**src/rtl/mmcm_drp_reconfig_if.sv**
```systemverilog
`default_nettype none
// ============================================================================
// mmcm_drp_reconfig_if : divide-request handshake plus MMCM DRP bus
// Revision 1.0
// ============================================================================
interface mmcm_drp_reconfig_if;
   logic        reqValid_i;
   logic        reqReady_o;
   logic [6:0]  reqDivide_i;
   logic [6:0]  daddr_o;
   logic        den_o;
   logic        dwe_o;
   logic [15:0] di_o;
   logic [15:0] do_i;
   logic        drdy_i;

   // master: the reconfiguration engine (request target, DRP initiator)
   modport master (
      input  reqValid_i, reqDivide_i, do_i, drdy_i,
      output reqReady_o, daddr_o, den_o, dwe_o, di_o
   );

   // slave: the requester and the MMCM DRP port
   modport slave (
      output reqValid_i, reqDivide_i, do_i, drdy_i,
      input  reqReady_o, daddr_o, den_o, dwe_o, di_o
   );
endinterface
`default_nettype wire

```
**src/rtl/mmcm_drp_reconfig.sv**
```systemverilog
`default_nettype none
// ============================================================================
// mmcm_drp_reconfig : holds the MMCM in reset, read-modify-writes ClkReg1/2
//                     of one output divider over DRP, then waits for LOCKED
// Revision 1.0
// ============================================================================
module mmcm_drp_reconfig #(
   parameter logic [6:0] REG1_ADDR    = 7'h0A,
   parameter int         RST_HOLD     = 4,
   parameter int         DRP_TIMEOUT  = 64,
   parameter int         LOCK_TIMEOUT = 65535
) (
   input  wire                  sysClk_i,
   input  wire                  RESETn_i,
   mmcm_drp_reconfig_if.master  bus,
   output logic                 mmcmRst_o,
   input  wire                  mmcmLocked_i,
   output logic                 busy_o,
   output logic                 done_o,
   output logic [1:0]           errCode_o
);

   localparam logic [3:0] S_IDLE      = 4'd0;
   localparam logic [3:0] S_RST_HOLD  = 4'd1;
   localparam logic [3:0] S_RD1       = 4'd2;
   localparam logic [3:0] S_WAIT_RD1  = 4'd3;
   localparam logic [3:0] S_WR1       = 4'd4;
   localparam logic [3:0] S_WAIT_WR1  = 4'd5;
   localparam logic [3:0] S_RD2       = 4'd6;
   localparam logic [3:0] S_WAIT_RD2  = 4'd7;
   localparam logic [3:0] S_WR2       = 4'd8;
   localparam logic [3:0] S_WAIT_WR2  = 4'd9;
   localparam logic [3:0] S_RELEASE   = 4'd10;
   localparam logic [3:0] S_WAIT_LOCK = 4'd11;
   localparam logic [3:0] S_DONE      = 4'd12;

   localparam logic [1:0] ERR_OK   = 2'd0;
   localparam logic [1:0] ERR_DIV  = 2'd1;
   localparam logic [1:0] ERR_DRP  = 2'd2;
   localparam logic [1:0] ERR_LOCK = 2'd3;

   localparam int CNT_MAX = (LOCK_TIMEOUT > DRP_TIMEOUT)
                          ? ((LOCK_TIMEOUT > RST_HOLD) ? LOCK_TIMEOUT : RST_HOLD)
                          : ((DRP_TIMEOUT  > RST_HOLD) ? DRP_TIMEOUT  : RST_HOLD);
   localparam int CW = $clog2(CNT_MAX + 1);

   logic [3:0]    state_q, state_d;
   logic [CW-1:0] cnt_q, cnt_d;
   logic [6:0]    div_q, div_d;
   logic          drpErr_q, drpErr_d;
   logic [1:0]    errCode_q, errCode_d;
   logic [6:0]    daddr_q, daddr_d;
   logic [15:0]   di_q, di_d;
   logic          den_q, dwe_q, mmcmRst_q, busy_q, done_q, reqReady_q;
   logic          lockMeta_q, lockSync_q;

   logic [5:0]    hiCnt, loCnt;
   logic          edgeBit, noCount;

   // Divide 1 bypasses the counter: edge must be 0 and no_count 1.
   always_comb begin
      hiCnt   = div_q[6:1];
      loCnt   = div_q[5:0] - div_q[6:1];
      edgeBit = div_q[0];
      noCount = 1'b0;
      if (div_q == 7'd1) begin
         hiCnt   = 6'd1;
         loCnt   = 6'd1;
         edgeBit = 1'b0;
         noCount = 1'b1;
      end
   end

   always_comb begin
      state_d   = state_q;
      cnt_d     = cnt_q;
      div_d     = div_q;
      drpErr_d  = drpErr_q;
      errCode_d = errCode_q;
      daddr_d   = daddr_q;
      di_d      = di_q;
      case (state_q)
         S_IDLE: begin
            if (bus.reqValid_i && reqReady_q) begin
               div_d     = bus.reqDivide_i;
               errCode_d = ERR_OK;
               drpErr_d  = 1'b0;
               if (bus.reqDivide_i == 7'd0 || bus.reqDivide_i == 7'd127) begin
                  state_d   = S_DONE;
                  errCode_d = ERR_DIV;
               end else begin
                  state_d = S_RST_HOLD;
                  cnt_d   = CW'(RST_HOLD - 1);
               end
            end
         end
         S_RST_HOLD: begin
            if (cnt_q == '0) begin
               state_d = S_RD1;
               daddr_d = REG1_ADDR;
            end else begin
               cnt_d = cnt_q - 1'b1;
            end
         end
         S_RD1, S_WR1, S_RD2, S_WR2: begin
            state_d = state_q + 4'd1;
            cnt_d   = CW'(1);
         end
         S_WAIT_RD1, S_WAIT_WR1, S_WAIT_RD2, S_WAIT_WR2: begin
            if (bus.drdy_i) begin
               case (state_q)
                  S_WAIT_RD1: begin
                     state_d = S_WR1;
                     di_d    = {bus.do_i[15:12], hiCnt, loCnt};
                  end
                  S_WAIT_WR1: begin
                     state_d = S_RD2;
                     daddr_d = REG1_ADDR + 7'd1;
                  end
                  S_WAIT_RD2: begin
                     state_d = S_WR2;
                     di_d    = {bus.do_i[15:8], edgeBit, noCount, bus.do_i[5:0]};
                  end
                  default: state_d = S_RELEASE;
               endcase
            end else if (cnt_q == CW'(DRP_TIMEOUT)) begin
               state_d   = S_RELEASE;
               drpErr_d  = 1'b1;
               errCode_d = ERR_DRP;
            end else begin
               cnt_d = cnt_q + 1'b1;
            end
         end
         S_RELEASE: begin
            state_d = drpErr_q ? S_DONE : S_WAIT_LOCK;
            cnt_d   = '0;
         end
         S_WAIT_LOCK: begin
            // The first three cycles may still show a stale pre-reset lock.
            if (lockSync_q && cnt_q >= CW'(3)) begin
               state_d   = S_DONE;
               errCode_d = ERR_OK;
            end else if (cnt_q == CW'(LOCK_TIMEOUT - 1)) begin
               state_d   = S_DONE;
               errCode_d = ERR_LOCK;
            end else begin
               cnt_d = cnt_q + 1'b1;
            end
         end
         S_DONE:  state_d = S_IDLE;
         default: state_d = S_IDLE;
      endcase
   end

   always_ff @(posedge sysClk_i) begin
      if (!RESETn_i) begin
         state_q    <= S_IDLE;
         cnt_q      <= '0;
         div_q      <= '0;
         drpErr_q   <= 1'b0;
         errCode_q  <= ERR_OK;
         daddr_q    <= '0;
         di_q       <= '0;
         den_q      <= 1'b0;
         dwe_q      <= 1'b0;
         mmcmRst_q  <= 1'b0;
         busy_q     <= 1'b0;
         done_q     <= 1'b0;
         reqReady_q <= 1'b0;
         lockMeta_q <= 1'b0;
         lockSync_q <= 1'b0;
      end else begin
         state_q    <= state_d;
         cnt_q      <= cnt_d;
         div_q      <= div_d;
         drpErr_q   <= drpErr_d;
         errCode_q  <= errCode_d;
         daddr_q    <= daddr_d;
         di_q       <= di_d;
         den_q      <= (state_d inside {S_RD1, S_WR1, S_RD2, S_WR2});
         dwe_q      <= (state_d == S_WR1) || (state_d == S_WR2);
         mmcmRst_q  <= (state_d >= S_RST_HOLD) && (state_d <= S_WAIT_WR2);
         busy_q     <= (state_d != S_IDLE);
         done_q     <= (state_d == S_DONE);
         reqReady_q <= (state_d == S_IDLE);
         lockMeta_q <= mmcmLocked_i;
         lockSync_q <= lockMeta_q;
      end
   end

   assign bus.reqReady_o = reqReady_q;
   assign bus.daddr_o    = daddr_q;
   assign bus.den_o      = den_q;
   assign bus.dwe_o      = dwe_q;
   assign bus.di_o       = di_q;
   assign mmcmRst_o      = mmcmRst_q;
   assign busy_o         = busy_q;
   assign done_o         = done_q;
   assign errCode_o      = errCode_q;

endmodule
`default_nettype wire

```
**src/flat_wrapper.sv**
```systemverilog
// flat-port wrapper written by rule: the top's interface ports become plain ports
module mmcm_drp_reconfig_flat 
#(
   parameter logic [6:0] REG1_ADDR    = 7'h0A,
   parameter int         RST_HOLD     = 4,
   parameter int         DRP_TIMEOUT  = 64,
   parameter int         LOCK_TIMEOUT = 65535
)
  (sysClk_i, RESETn_i, mmcmRst_o, mmcmLocked_i, busy_o, done_o, errCode_o, bus_reqValid_i, bus_reqDivide_i, bus_do_i, bus_drdy_i, bus_reqReady_o, bus_daddr_o, bus_den_o, bus_dwe_o, bus_di_o);
  mmcm_drp_reconfig_if bus_i ();
  input  wire sysClk_i;
  input  wire RESETn_i;
  output logic mmcmRst_o;
  input  wire mmcmLocked_i;
  output logic busy_o;
  output logic done_o;
  output logic [1:0] errCode_o;
  input wire logic [$bits(bus_i.reqValid_i)-1:0] bus_reqValid_i;
  input wire logic [$bits(bus_i.reqDivide_i)-1:0] bus_reqDivide_i;
  input wire logic [$bits(bus_i.do_i)-1:0] bus_do_i;
  input wire logic [$bits(bus_i.drdy_i)-1:0] bus_drdy_i;
  output wire logic [$bits(bus_i.reqReady_o)-1:0] bus_reqReady_o;
  output wire logic [$bits(bus_i.daddr_o)-1:0] bus_daddr_o;
  output wire logic [$bits(bus_i.den_o)-1:0] bus_den_o;
  output wire logic [$bits(bus_i.dwe_o)-1:0] bus_dwe_o;
  output wire logic [$bits(bus_i.di_o)-1:0] bus_di_o;
  assign bus_i.reqValid_i = bus_reqValid_i;
  assign bus_i.reqDivide_i = bus_reqDivide_i;
  assign bus_i.do_i = bus_do_i;
  assign bus_i.drdy_i = bus_drdy_i;
  assign bus_reqReady_o = bus_i.reqReady_o;
  assign bus_daddr_o = bus_i.daddr_o;
  assign bus_den_o = bus_i.den_o;
  assign bus_dwe_o = bus_i.dwe_o;
  assign bus_di_o = bus_i.di_o;
  mmcm_drp_reconfig #(.REG1_ADDR(REG1_ADDR), .RST_HOLD(RST_HOLD), .DRP_TIMEOUT(DRP_TIMEOUT), .LOCK_TIMEOUT(LOCK_TIMEOUT)) u_core (.sysClk_i(sysClk_i), .RESETn_i(RESETn_i), .bus(bus_i), .mmcmRst_o(mmcmRst_o), .mmcmLocked_i(mmcmLocked_i), .busy_o(busy_o), .done_o(done_o), .errCode_o(errCode_o));
endmodule
```
**config.mk**
```make
export PLATFORM = sky130hd
export DESIGN_NAME = mmcm_drp_reconfig_flat
export DESIGN_NICKNAME = d
export VERILOG_FILES = /design/src/rtl/mmcm_drp_reconfig_if.sv /design/src/rtl/mmcm_drp_reconfig.sv /design/src/flat_wrapper.sv
export SDC_FILE = /design/constraint.sdc
export NUM_CORES = 1
export LEC_CHECK = 0
export BUFFER_PORTS_ARGS = -buffer_cell sky130_fd_sc_hd__buf_2
export CORE_MARGIN = 3
export CORE_UTILIZATION = 50
export DETAILED_ROUTE_END_ITERATION = 8
export PLACE_DENSITY = 0.69
export REMOVE_ABC_BUFFERS = 1
export SYNTH_ARGS = -nofsm -noshare
export SYNTH_HDL_FRONTEND = slang
export SYNTH_SLANG_ARGS = --single-unit
```
**constraint.sdc**
```tcl
create_clock -name sysClk_i -period 6.3 [get_ports sysClk_i]
set_input_delay 0.315 -clock sysClk_i [delete_from_list [all_inputs] [get_ports sysClk_i]]
set_output_delay 0.315 -clock sysClk_i [all_outputs]
set_load 0.02 [all_outputs]
```
==> out/qor.csv, run 1 <==
stage,metric,value,unit
cells_and_area,drive_gt1_share,14.4,%
detailed_routing,vias_per_cell,5.90,
min_path,hold-path-cell-count,2,
clocking,clock-sinks,56,
power_and_ir_drop,leakagePower,1.63,nW
synth,netlist_top_cells_area,"dfxtp_1 (30%), ha_1 (8.8%), a21oi_1 (5.8%), nand2_1 (5.3%), nor2_1 (5.1%)",
sta,slew_headroom,18.8,%
power_and_ir_drop,peakVddDrop,0.000207,V
cells_and_area,syn2layout_area_growth,9.82,%
synth,syn_area_per_cell,7.79,um^2
die,core,6980,um^2
place,place_area,3990,um^2
synth,synth-seq-cells,56,
grt,grt_pass1_vias,3226,
setup_path,cp-end-kind,flop,
power_and_ir_drop,cellPowerDensity,379,nW/um^2
setup_path,crit_type,flop to flop,
sta,rsz0062_at_grt,false,
sta,worstMarginPinSlew,1.21,ns
die,ios,59,
detailed_routing,wl_per_cell,14.7,um
setup_path,cp_max_fo,28,
synth,synth_async_sr_flop_share,0,%
synth,syn_inst,476,
flow_run,drv_cap,0,
clocking,clk_latency,0.31,ns
setup_path,crit_arrival,5.27,ns
sta,maxSlewViolCount,0,
grt,grt_max_degree,34,
sta,setup_violations,0,
sta,hold_violations,0,
clocking,htreeDepth,2,
grt,antenna_found_initial,0,
clocking,numCtsBuffers,5,
clocking,cts_tree,built,
die,die_w,92.1,um
run_status,status,"complete, no violations",
detailed_routing,drc,0,
clocking,clkSlewWorstSetupHoldPaths,0.10,ns
min_path,hp-start,mmcmLocked_i,
detailed_routing,ant_nets,0,
place,dp_hpwl,6.50,mm
clocking,postCtsHoldBufs,0,
setup_path,crit_required,6.54,ns
place,place.gp.congestion,0.927,
setup_path,reg2reg_to,u_core.cnt_q[14],
die,die_y,92.1,um
synth,synth_compound_area_share,25.2,%
die,initial_core_util,53.1,%
grt,grt-ovfl-total,0,
synth,synthSimpleGateAreaFrac,25.6,%
synth,synth_fa_ha_area_share,9.85,%
cells_and_area,fin_area,4070,um^2
synth,yosysTopAreaCellShare,30.2,%
synth,yosys-top-cells-count,"dfxtp_1 (56), nand2_1 (52), nor2_1 (50), a21oi_1 (43), ha_1 (26)",
detailed_routing,dr.pass1.iters,5,
clocking,cts_root_buffer,clkbuf_8,
die,floorplan.rows,30,
min_path,worstHoldPathType,input port to flop,
synth,synthMuxAreaShare,0.540,%
detailed_routing,routed_wl,8.96,mm
synth,synth_ff_type,dfxtp_1,
setup_path,rr_worst_depth,13,
grt,grt.total_usage,21.0,%
place,io_buffers,52,
clocking,cts_setup_buffers,0,
clocking,clock_path_buffers,2,
synth,yosysSeqAreaShare,30.2,%
clocking,cts_resized,0,
synth,synth_top_family_by_area,simple AND/OR/NAND/NOR gates,
sta,tns,0,ns
detailed_routing,drt_iter0_markers,236,
sta,clock_skew,0.00608,ns
grt,grt_pass1_wl,14.9,mm
synth,yosys.cell_count.top_type,dfxtp_1,
cells_and_area,fin_nets,568,
synth,synthXorXnorAreaFrac,3.07,%
die,dieArea,8490,um^2
synth,synth_cell_types,67,
setup_path,worst_setup_path_start_kind,flop,
setup_path,r2r_slack,1.28,ns
sta,period_share,79.7,%
synth,netlist_area,3710,um^2
synth,synth-warning-count,0,
sta,min_period,5.02,ns
detailed_routing,vias,3591,
setup_path,r2r_start,u_core.state_q[2],
synth,synth-edff-count,0,
min_path,whs_endpoint,u_core.lockMeta_q,
synth,synth_top_area_cell,dfxtp_1,
sta,clock.fmax,199,MHz
cells_and_area,num_antenna_cells,0,
[worst max-delay path, stage by stage, from the launching register on]
cell and delay, ns:
dfxtp_1 0.99, nor2b_1 0.30, a21oi_1 0.51, nand2_1 0.29, inv_1 0.53, ha_1 0.38, nor2b_1 0.17, o31a_1 0.28
o41a_1 0.34, a41o_1 0.27, o41ai_1 0.31, xor2_1 0.10, or3_1 0.31, a21oi_1 0.14
[worst max-delay path by stage]
stage                       from          endpoint  slack, ns  cells past startpoint
2_1_floorplan  u_core.state_q[1]  u_core.cnt_q[14]       2.36                     16
3_3_place_gp   u_core.state_q[2]  u_core.cnt_q[14]       1.48                     13
3_5_place_dp   u_core.state_q[2]  u_core.cnt_q[14]       1.36                     13
4_1_cts        u_core.state_q[2]  u_core.cnt_q[14]       1.33                     13
5_1_grt        u_core.state_q[2]  u_core.cnt_q[14]       0.99                     13
6_report       u_core.state_q[2]  u_core.cnt_q[14]       1.28                     13
[per-layer routing]
layer,track usage (%),routed length (um),vias to the layer above
met1,27.7,4030,1665
li1,-,-,1794
met5,0,0,-
met3,3.45,603,12
met2,35.7,4240,120
met4,5.20,89,0
[layout make-up]
type	count	area [um^2]
clock buffer	7	76.3
clock inverter	1	8.76
tap	96	120
sequential	56	1120
fill	685	2910
timing repair buffer	54	275
multi-input combinational	376	2400
inverter	19	71.3
[cell families after synthesis]
group	count (synthesis)
xor+xnor	13
simple gates	191
buf+inv	47
other cells	1
fa+ha+maj	28
mux	2
flops	56
compound gates	138
[report_power, final]
part           switching, W  total, W  internal, W  leakage [nW]
combinational      0.000514  0.000889     0.000375          1.13
sequential        0.0000544  0.000459     0.000404         0.454
clock              0.000118  0.000198    0.0000798        0.0424
[metrics by stage]
stage	total power, W	hold slack, ns	setup slack (ns)	instances	utilization, %
2_1_floorplan	0.00115	0.412	2.36	451	-
3_3_place_gp	0.00133	0.417	1.48	601	57.1
3_5_place_dp	0.00134	0.420	1.36	601	57.1
4_1_cts	0.00155	0.192	1.33	609	58.3
5_1_grt	0.00168	0.211	0.990	609	58.3
6_report	0.00155	0.196	1.28	609	58.3
[state kept, by name, summed over array words and instances, names as in the netlist, 2 cells and up]
signal,cells
u_core.state_q,4
u_core.errCode_o,2
u_core.bus.di_o,16
u_core.div_q,7
u_core.bus.daddr_o,2
u_core.cnt_q,16
[cell usage in the layout, fill, tap and decap left out, types with 5 or more instances in the layout]
| master | synthesis | routed |
|---|---|---|
| a211oi_1 | 9 | 9 |
| a21o_1 | 9 | 9 |
| a21oi_1 | 43 | 43 |
| a221oi_1 | 8 | 8 |
| and2_1 | 9 | 9 |
| buf_2 | 3 | 52 |
| clkbuf_8 | 0 | 5 |
| dfxtp_1 | 56 | 56 |
| ha_1 | 26 | 26 |
| inv_1 | 19 | 19 |
| nand2_1 | 52 | 52 |
| nand3_1 | 14 | 14 |
| nand4_1 | 5 | 5 |
| nor2_1 | 50 | 50 |
| nor2b_1 | 6 | 6 |
| nor3_1 | 23 | 23 |
| o211ai_1 | 6 | 6 |
| o21a_1 | 5 | 5 |
| o21ai_0 | 20 | 20 |
| or3_1 | 6 | 6 |
| xnor2_1 | 9 | 9 |
Power figures use the tool's default switching activity.
==> run 2, diff against run 1 <==
==> constraint.sdc (replaced) <==
create_clock -name sysClk_i -period 5.1 [get_ports sysClk_i]
set_input_delay 0.255 -clock sysClk_i [delete_from_list [all_inputs] [get_ports sysClk_i]]
set_output_delay 0.255 -clock sysClk_i [all_outputs]
set_load 0.02 [all_outputs]
==> out/qor.csv, run 2 (synthesized netlist as in run 1, its figures left out) <==
stage,metric,value,unit,change
run_status,status,"complete, no violations",,
power_and_ir_drop,peakVddDrop,0.000237,V,+14%
setup_path,reg2reg_to,u_core.cnt_q[14],,
grt,met1_usage,28.6,%,+0.90 points
die,ios,59,,unchanged
grt,grt_pass1_wl,15.1,mm,+1.7%
clocking,cts_tree,built,,
power_and_ir_drop,leakagePower,1.66,nW,+2.1%
die,floorplan.rows,30,,unchanged
sta,hold_ws,0.151,ns,-0.0455 ns
flow_run,drv_cap,0,,unchanged
sta,setup_violations,0,,unchanged
clocking,numCtsBuffers,5,,unchanged
setup_path,cpPeakStageDelay,0.40,ns,-0.59 ns
detailed_routing,wl_per_cell,14.3,um,-2.9%
sta,maxSlewViolCount,0,,unchanged
setup_path,critPathLaunch,u_core.state_q[1],,
detailed_routing,drt_iter0_markers,208,,-12%
clocking,htreeDepth,2,,unchanged
grt,grt_max_degree,37,,+8.8%
sta,min_period,4.37,ns,-0.658 ns
clocking,cts_setup_buffers,0,,unchanged
setup_path,r2r_slack,0.73,ns,-0.54 ns
grt,grtUsageMet2,35.6,%,-0.12 points
setup_path,cp_cell_sequence,inv_1 -> ha_1 -> a21oi_1 -> nor2_1 -> a21oi_1 -> nand2_1 -> inv_1 -> ha_1 -> nor2b_1 -> o31a_1 -> o41a_1 -> a41o_1 -> o41ai_1 -> xor2_1 -> or3_1 -> a21oi_1,,
place,place_area,4030,um^2,+0.94%
detailed_routing,drc,0,,unchanged
sta,worstMarginPinSlew,0.643,ns,-0.567 ns
setup_path,crit_arrival,4.60,ns,-0.67 ns
detailed_routing,routed_wl,8.78,mm,-2.1%
place,io_buffers,52,,unchanged
setup_path,crit_type,flop to flop,,
setup_path,crit_required,5.34,ns,-1.20 ns
setup_path,worst_setup_path_start_kind,flop,,
setup_path,rr_worst_depth,16,,+3
die,initial_core_util,53.1,%,unchanged
detailed_routing,vias,3533,,-1.6%
sta,slew_headroom,56.7,%,+38 points
place,dp_hpwl,6.51,mm,+0.13%
setup_path,r2r_start,u_core.state_q[1],,
clocking,cts_root_buffer,clkbuf_8,,
cells_and_area,multi_input_area,2400,um^2,unchanged
grt,grt-ovfl-total,0,,unchanged
clocking,postCtsHoldBufs,0,,unchanged
power_and_ir_drop,cellPowerDensity,469,nW/um^2,+23%
sta,clock_skew,0.00546,ns,-0.000613 ns
grt,use_met3,2.87,%,-0.57 points
cells_and_area,final_cell_mix,"dfxtp_1 (56), nand2_1 (52), buf_2 (52)",,
sta,period_share,85.6,%,+5.9 points
min_path,worstHoldPathType,input port to flop,,
cells_and_area,fill_cells,660,,-3.6%
cells_and_area,fin_area,4120,um^2,+1.2%
sta,rsz0062_at_grt,false,,
clocking,clkSlewWorstSetupHoldPaths,0.10,ns,about the same
cells_and_area,final_common_cell,dfxtp_1,,
sta,hold_violations,0,,unchanged
clocking,clk_latency,0.31,ns,about the same
sta,tns,0,ns,unchanged
cells_and_area,stdcell_count,614,,+0.82%
cells_and_area,syn2layout_area_growth,11.1,%,
grt,grt.total_usage,21.1,%,+0.10 points
cells_and_area,fin_nets,573,,+0.88%
detailed_routing,ant_nets,0,,unchanged
clocking,cts_resized,0,,unchanged
die,die_y,92.1,um,unchanged
die,dieArea,8490,um^2,unchanged
setup_path,cp_max_fo,14,,-50%
sta,clock.fmax,229,MHz,+15%
grt,grt_pass1_vias,3396,,+5.3%
die,die_w,92.1,um,unchanged
clocking,clock-sinks,56,,unchanged
cells_and_area,drive_gt1_share,15.6,%,+1.2 points
setup_path,cp-end-kind,flop,,
setup_path,cpMostUsedCell,a21oi_1,,
grt,antenna_found_initial,0,,unchanged
die,core,6980,um^2,unchanged
grt,busiest_layer,met2,,
detailed_routing,dr.pass1.iters,4,,-1
cells_and_area,num_antenna_cells,0,,unchanged
cells_and_area,area.sequential,1120,um^2,unchanged
setup_path,crit_path_top_delay_cell,dfxtp_1,,
detailed_routing,vias_per_cell,5.75,,-2.4%
setup_path,crit_path_end,u_core.cnt_q[14],,
place,place.gp.congestion,0.952,,+2.7%
place,dp.cells,606,,+0.83%
clocking,clock_path_buffers,2,,unchanged
-- run 2: changes by cell type in the layout (fill, tap and decap cells not counted), sizes merged --
cell	change
buf	+5
clkbuf	-1
inv	+1
-- run 2: worst min-delay path by stage --
stage                           start                end  slack (ns)  depth (start not counted)
detailed placement  u_core.lockMeta_q  u_core.lockSync_q        0.43                          1
finish                   mmcmLocked_i  u_core.lockMeta_q        0.15                          2
global placement    u_core.lockMeta_q  u_core.lockSync_q        0.42                          1
floorplan                    RESETn_i   u_core.bus.den_o        0.37                          2
global route             mmcmLocked_i  u_core.lockMeta_q        0.17                          2
CTS                      mmcmLocked_i  u_core.lockMeta_q        0.15                          2
-- run 2: stage by stage --
step           setup slack, ns  utilization, %  power, W
2_1_floorplan             1.16               -   0.00142
5_1_grt                  0.414            59.0   0.00209
3_5_place_dp             0.797            57.7   0.00166
4_1_cts                  0.743            59.0   0.00194
6_report                 0.734            59.0   0.00193
3_3_place_gp             0.885            57.7   0.00165
-- run 2: area by class of cell --
class / instances / share of cell area [%]
Clock buffer: 6 / 2.00
Inverter: 19 / 1.73
Multi-Input combinational cell: 376 / 58.2
Clock inverter: 2 / 0.334
Timing Repair Buffer: 59 / 7.59
Sequential cell: 56 / 27.2
Tap cell: 96 / 2.91
-- run 2: critical path: cells and delay by family, from the launching register on --
| kind | cells | cell delay, ns |
|---|---|---|
| AOI/OAI and AO/OA | 7 | 2.01 |
| and+or+nand+nor | 4 | 0.80 |
| adders and majority gates | 2 | 0.65 |
| xor gates and xnor gates | 1 | 0.11 |
| DFF | 1 | 0.40 |
| buffers and inverters | 2 | 0.32 |
-- run 2: routing by layer --
| layer | up-vias | share of wire, % |
|---|---|---|
| met5 | - | 0 |
| met4 | 0 | 0.85 |
| met3 | 10 | 4.3 |
| met2 | 83 | 46 |
| met1 | 1623 | 49 |
| li1 | 1817 | - |
-- run 2: power breakdown --
part	internal [W]	switching [W]	total, W
clock network	0.000112	0.000148	0.000259
registers	0.000500	0.0000642	0.000564
logic	0.000467	0.000642	0.00111
total	0.00108	0.000854	0.00193
==> run 3, diff against run 2 <==
==> constraint.sdc (replaced) <==
create_clock -name sysClk_i -period 5.3 [get_ports sysClk_i]
set_input_delay 0.265 -clock sysClk_i [delete_from_list [all_inputs] [get_ports sysClk_i]]
set_output_delay 0.265 -clock sysClk_i [all_outputs]
set_load 0.02 [all_outputs]
==> out/qor.csv, run 3 (synthesized netlist as in run 1, its figures left out) <==
stage,metric,value,unit,change
clocking,cts_resized,0,,unchanged
sta,period_share,83.9,%,-1.7 points
grt,grt_pass1_wl,14.7,mm,-3.0%
die,initial_core_util,53.1,%,unchanged
clocking,cts_setup_buffers,0,,unchanged
clocking,numCtsBuffers,5,,unchanged
setup_path,crit_path_end,u_core.cnt_q[14],,
min_path,hold-path-cell-count,2,,unchanged
sta,hold_violations,0,,unchanged
sta,clock_skew,0.0144,ns,+0.00895 ns
power_and_ir_drop,switchingPower,0.000829,W,-2.9%
grt,grt_pass1_vias,3217,,-5.3%
setup_path,crit_arrival,4.69,ns,+0.09 ns
setup_path,cp-end-kind,flop,,
setup_path,crit_type,flop to flop,,
clocking,postCtsHoldBufs,0,,unchanged
power_and_ir_drop,cellPowerDensity,451,nW/um^2,-3.7%
die,die_w,92.1,um,unchanged
setup_path,worst_setup_path_start_kind,flop,,
place,io_buffers,52,,unchanged
cells_and_area,final_cell_mix,"dfxtp_1 (56), nand2_1 (52), buf_2 (52)",,
sta,rsz0062_at_grt,false,,
sta,worstMarginPinSlew,0.653,ns,+0.0102 ns
power_and_ir_drop,pwr-share-seq,29.3,%,about the same
die,ios,59,,unchanged
sta,setup_violations,0,,unchanged
power_and_ir_drop,pwr-share-clk,12.9,%,-0.5 points
detailed_routing,vias_per_cell,5.80,,+0.82%
setup_path,critPathLaunch,u_core.state_q[1],,
sta,clock.fmax,225,MHz,-1.8%
clocking,htreeDepth,2,,unchanged
clocking,cts_root_buffer,clkbuf_8,,
power_and_ir_drop,peakVddDrop,0.000262,V,+10%
cells_and_area,fill_cells,694,,+5.2%
die,dieArea,8490,um^2,unchanged
setup_path,r2r_slack,0.85,ns,+0.12 ns
cells_and_area,num_antenna_cells,0,,unchanged
clocking,clock_path_buffers,2,,unchanged
setup_path,cp_max_fo,14,,unchanged
grt,grt_max_degree,39,,+5.4%
clocking,clock-sinks,56,,unchanged
detailed_routing,dr.pass1.iters,8,,+4
cells_and_area,drive_gt1_share,15.5,%,-0.16 points
cells_and_area,area.sequential,1120,um^2,unchanged
detailed_routing,drc,0,,unchanged
setup_path,reg2reg_to,u_core.cnt_q[14],,
cells_and_area,final_common_cell,dfxtp_1,,
sta,maxSlewViolCount,0,,unchanged
power_and_ir_drop,p_int,0.00102,W,-4.9%
cells_and_area,stdcell_count,613,,-0.16%
sta,min_period,4.45,ns,+0.0815 ns
place,place.gp.congestion,0.950,,-0.18%
cells_and_area,fin_nets,572,,-0.17%
power_and_ir_drop,switching_share,44.7,%,+0.52 points
grt,antenna_found_initial,0,,unchanged
place,dp.cells,605,,-0.17%
setup_path,r2r_start,u_core.state_q[1],,
detailed_routing,ant_nets,0,,unchanged
min_path,worstHoldPathType,input port to flop,,
flow_run,drv_cap,0,,unchanged
sta,slew_headroom,56.3,%,-0.39 points
die,floorplan.rows,30,,unchanged
sta,tns,0,ns,unchanged
detailed_routing,routed_wl,9.02,mm,+2.8%
cells_and_area,multi_input_area,2400,um^2,unchanged
die,die_y,92.1,um,unchanged
setup_path,crit_required,5.54,ns,+0.20 ns
clocking,clkSlewWorstSetupHoldPaths,0.10,ns,about the same
clocking,clk_latency,0.32,ns,about the same
run_status,status,"complete, no violations",,
die,core,6980,um^2,unchanged
power_and_ir_drop,combPwrFrac,57.8,%,+0.4 points
detailed_routing,wl_per_cell,14.7,um,+3.0%
grt,grt-ovfl-total,0,,unchanged
setup_path,rr_worst_depth,16,,unchanged
detailed_routing,drt_iter0_markers,210,,+0.96%
clocking,cts_tree,built,,
cells_and_area,syn2layout_area_growth,10.8,%,
place,dp_hpwl,6.61,mm,+1.6%
grt,grt.total_usage,21.0,%,-0.16 points
detailed_routing,vias,3556,,+0.65%
power_and_ir_drop,leakagePower,1.65,nW,-0.75%
## run 3: cell count changes in the layout (fill, tap and decap cells not counted)
| cell | previous run | this run |
|---|---|---|
| buf_4 | 7 | 6 |
| clkbuf_8 | 6 | 5 |
| clkinvlp_4 | 0 | 1 |
## run 3: per-stage QoR
step	utilization, %	cell area, um^2	hold slack, ns	power, W	setup WS, ns
final	58.8	4110	0.159	0.00185	0.853
after global routing	58.8	4110	0.179	0.00201	0.521
after CTS	58.8	4110	0.149	0.00186	0.878
after detailed placement	57.5	4020	0.433	0.00161	0.945
after global placement	57.5	4020	0.418	0.00158	1.01
after floorplan	-	3590	0.381	0.00137	1.36
## run 3: routing by layer
layer	share of wire (%)	wire length [um]	vias up	track usage [%]
li1	-	-	1805	-
met1	46	4180	1648	28.1
met2	46	4180	95	34.4
met3	6.2	556	8	3.36
met4	1.2	106	0	6.68
met5	0	0	-	0
## run 3: final cells by class
| type | instances | share of cell area, % |
|---|---|---|
| flip-flops and latches | 56 | 27.3 |
| clock buffers | 5 | 1.68 |
| clock inverters | 3 | 0.518 |
| multi-input cells | 376 | 58.4 |
| repair buffers | 58 | 7.43 |
| inverters | 19 | 1.74 |
| well taps | 96 | 2.92 |
## run 3: how the worst min path moves through the flow
| stage | end | startpoint |
|---|---|---|
| 2_1_floorplan | u_core.bus.den_o | RESETn_i |
| 3_5_place_dp | u_core.lockSync_q | u_core.lockMeta_q |
| 3_3_place_gp | u_core.lockSync_q | u_core.lockMeta_q |
| 4_1_cts | u_core.lockMeta_q | mmcmLocked_i |
| 6_report | u_core.lockMeta_q | mmcmLocked_i |
| 5_1_grt | u_core.lockMeta_q | mmcmLocked_i |
## run 3: critical path, stage by stage, from the launching register on
cell	delay (ns)
dfxtp_1	0.40
inv_1	0.10
ha_1	0.37
a21oi_1	0.27
nor2_1	0.06
a21oi_1	0.39
nand2_1	0.28
inv_1	0.23
ha_1	0.30
nor2b_1	0.17
o31a_1	0.28
o41a_1	0.36
a41o_1	0.27
o41ai_1	0.35
xor2_1	0.11
or3_1	0.32
a21oi_1	0.12
## run 3: power groups by stage
stage / clock [W] / sequential [W] / combinational, W
detailed placement: 0 / 0.000552 / 0.00105
global route: 0.000261 / 0.000553 / 0.00119
CTS: 0.000251 / 0.000543 / 0.00106
floorplan: 0 / 0.000573 / 0.000795
global placement: 0 / 0.000551 / 0.00103
finish: 0.000239 / 0.000543 / 0.00107
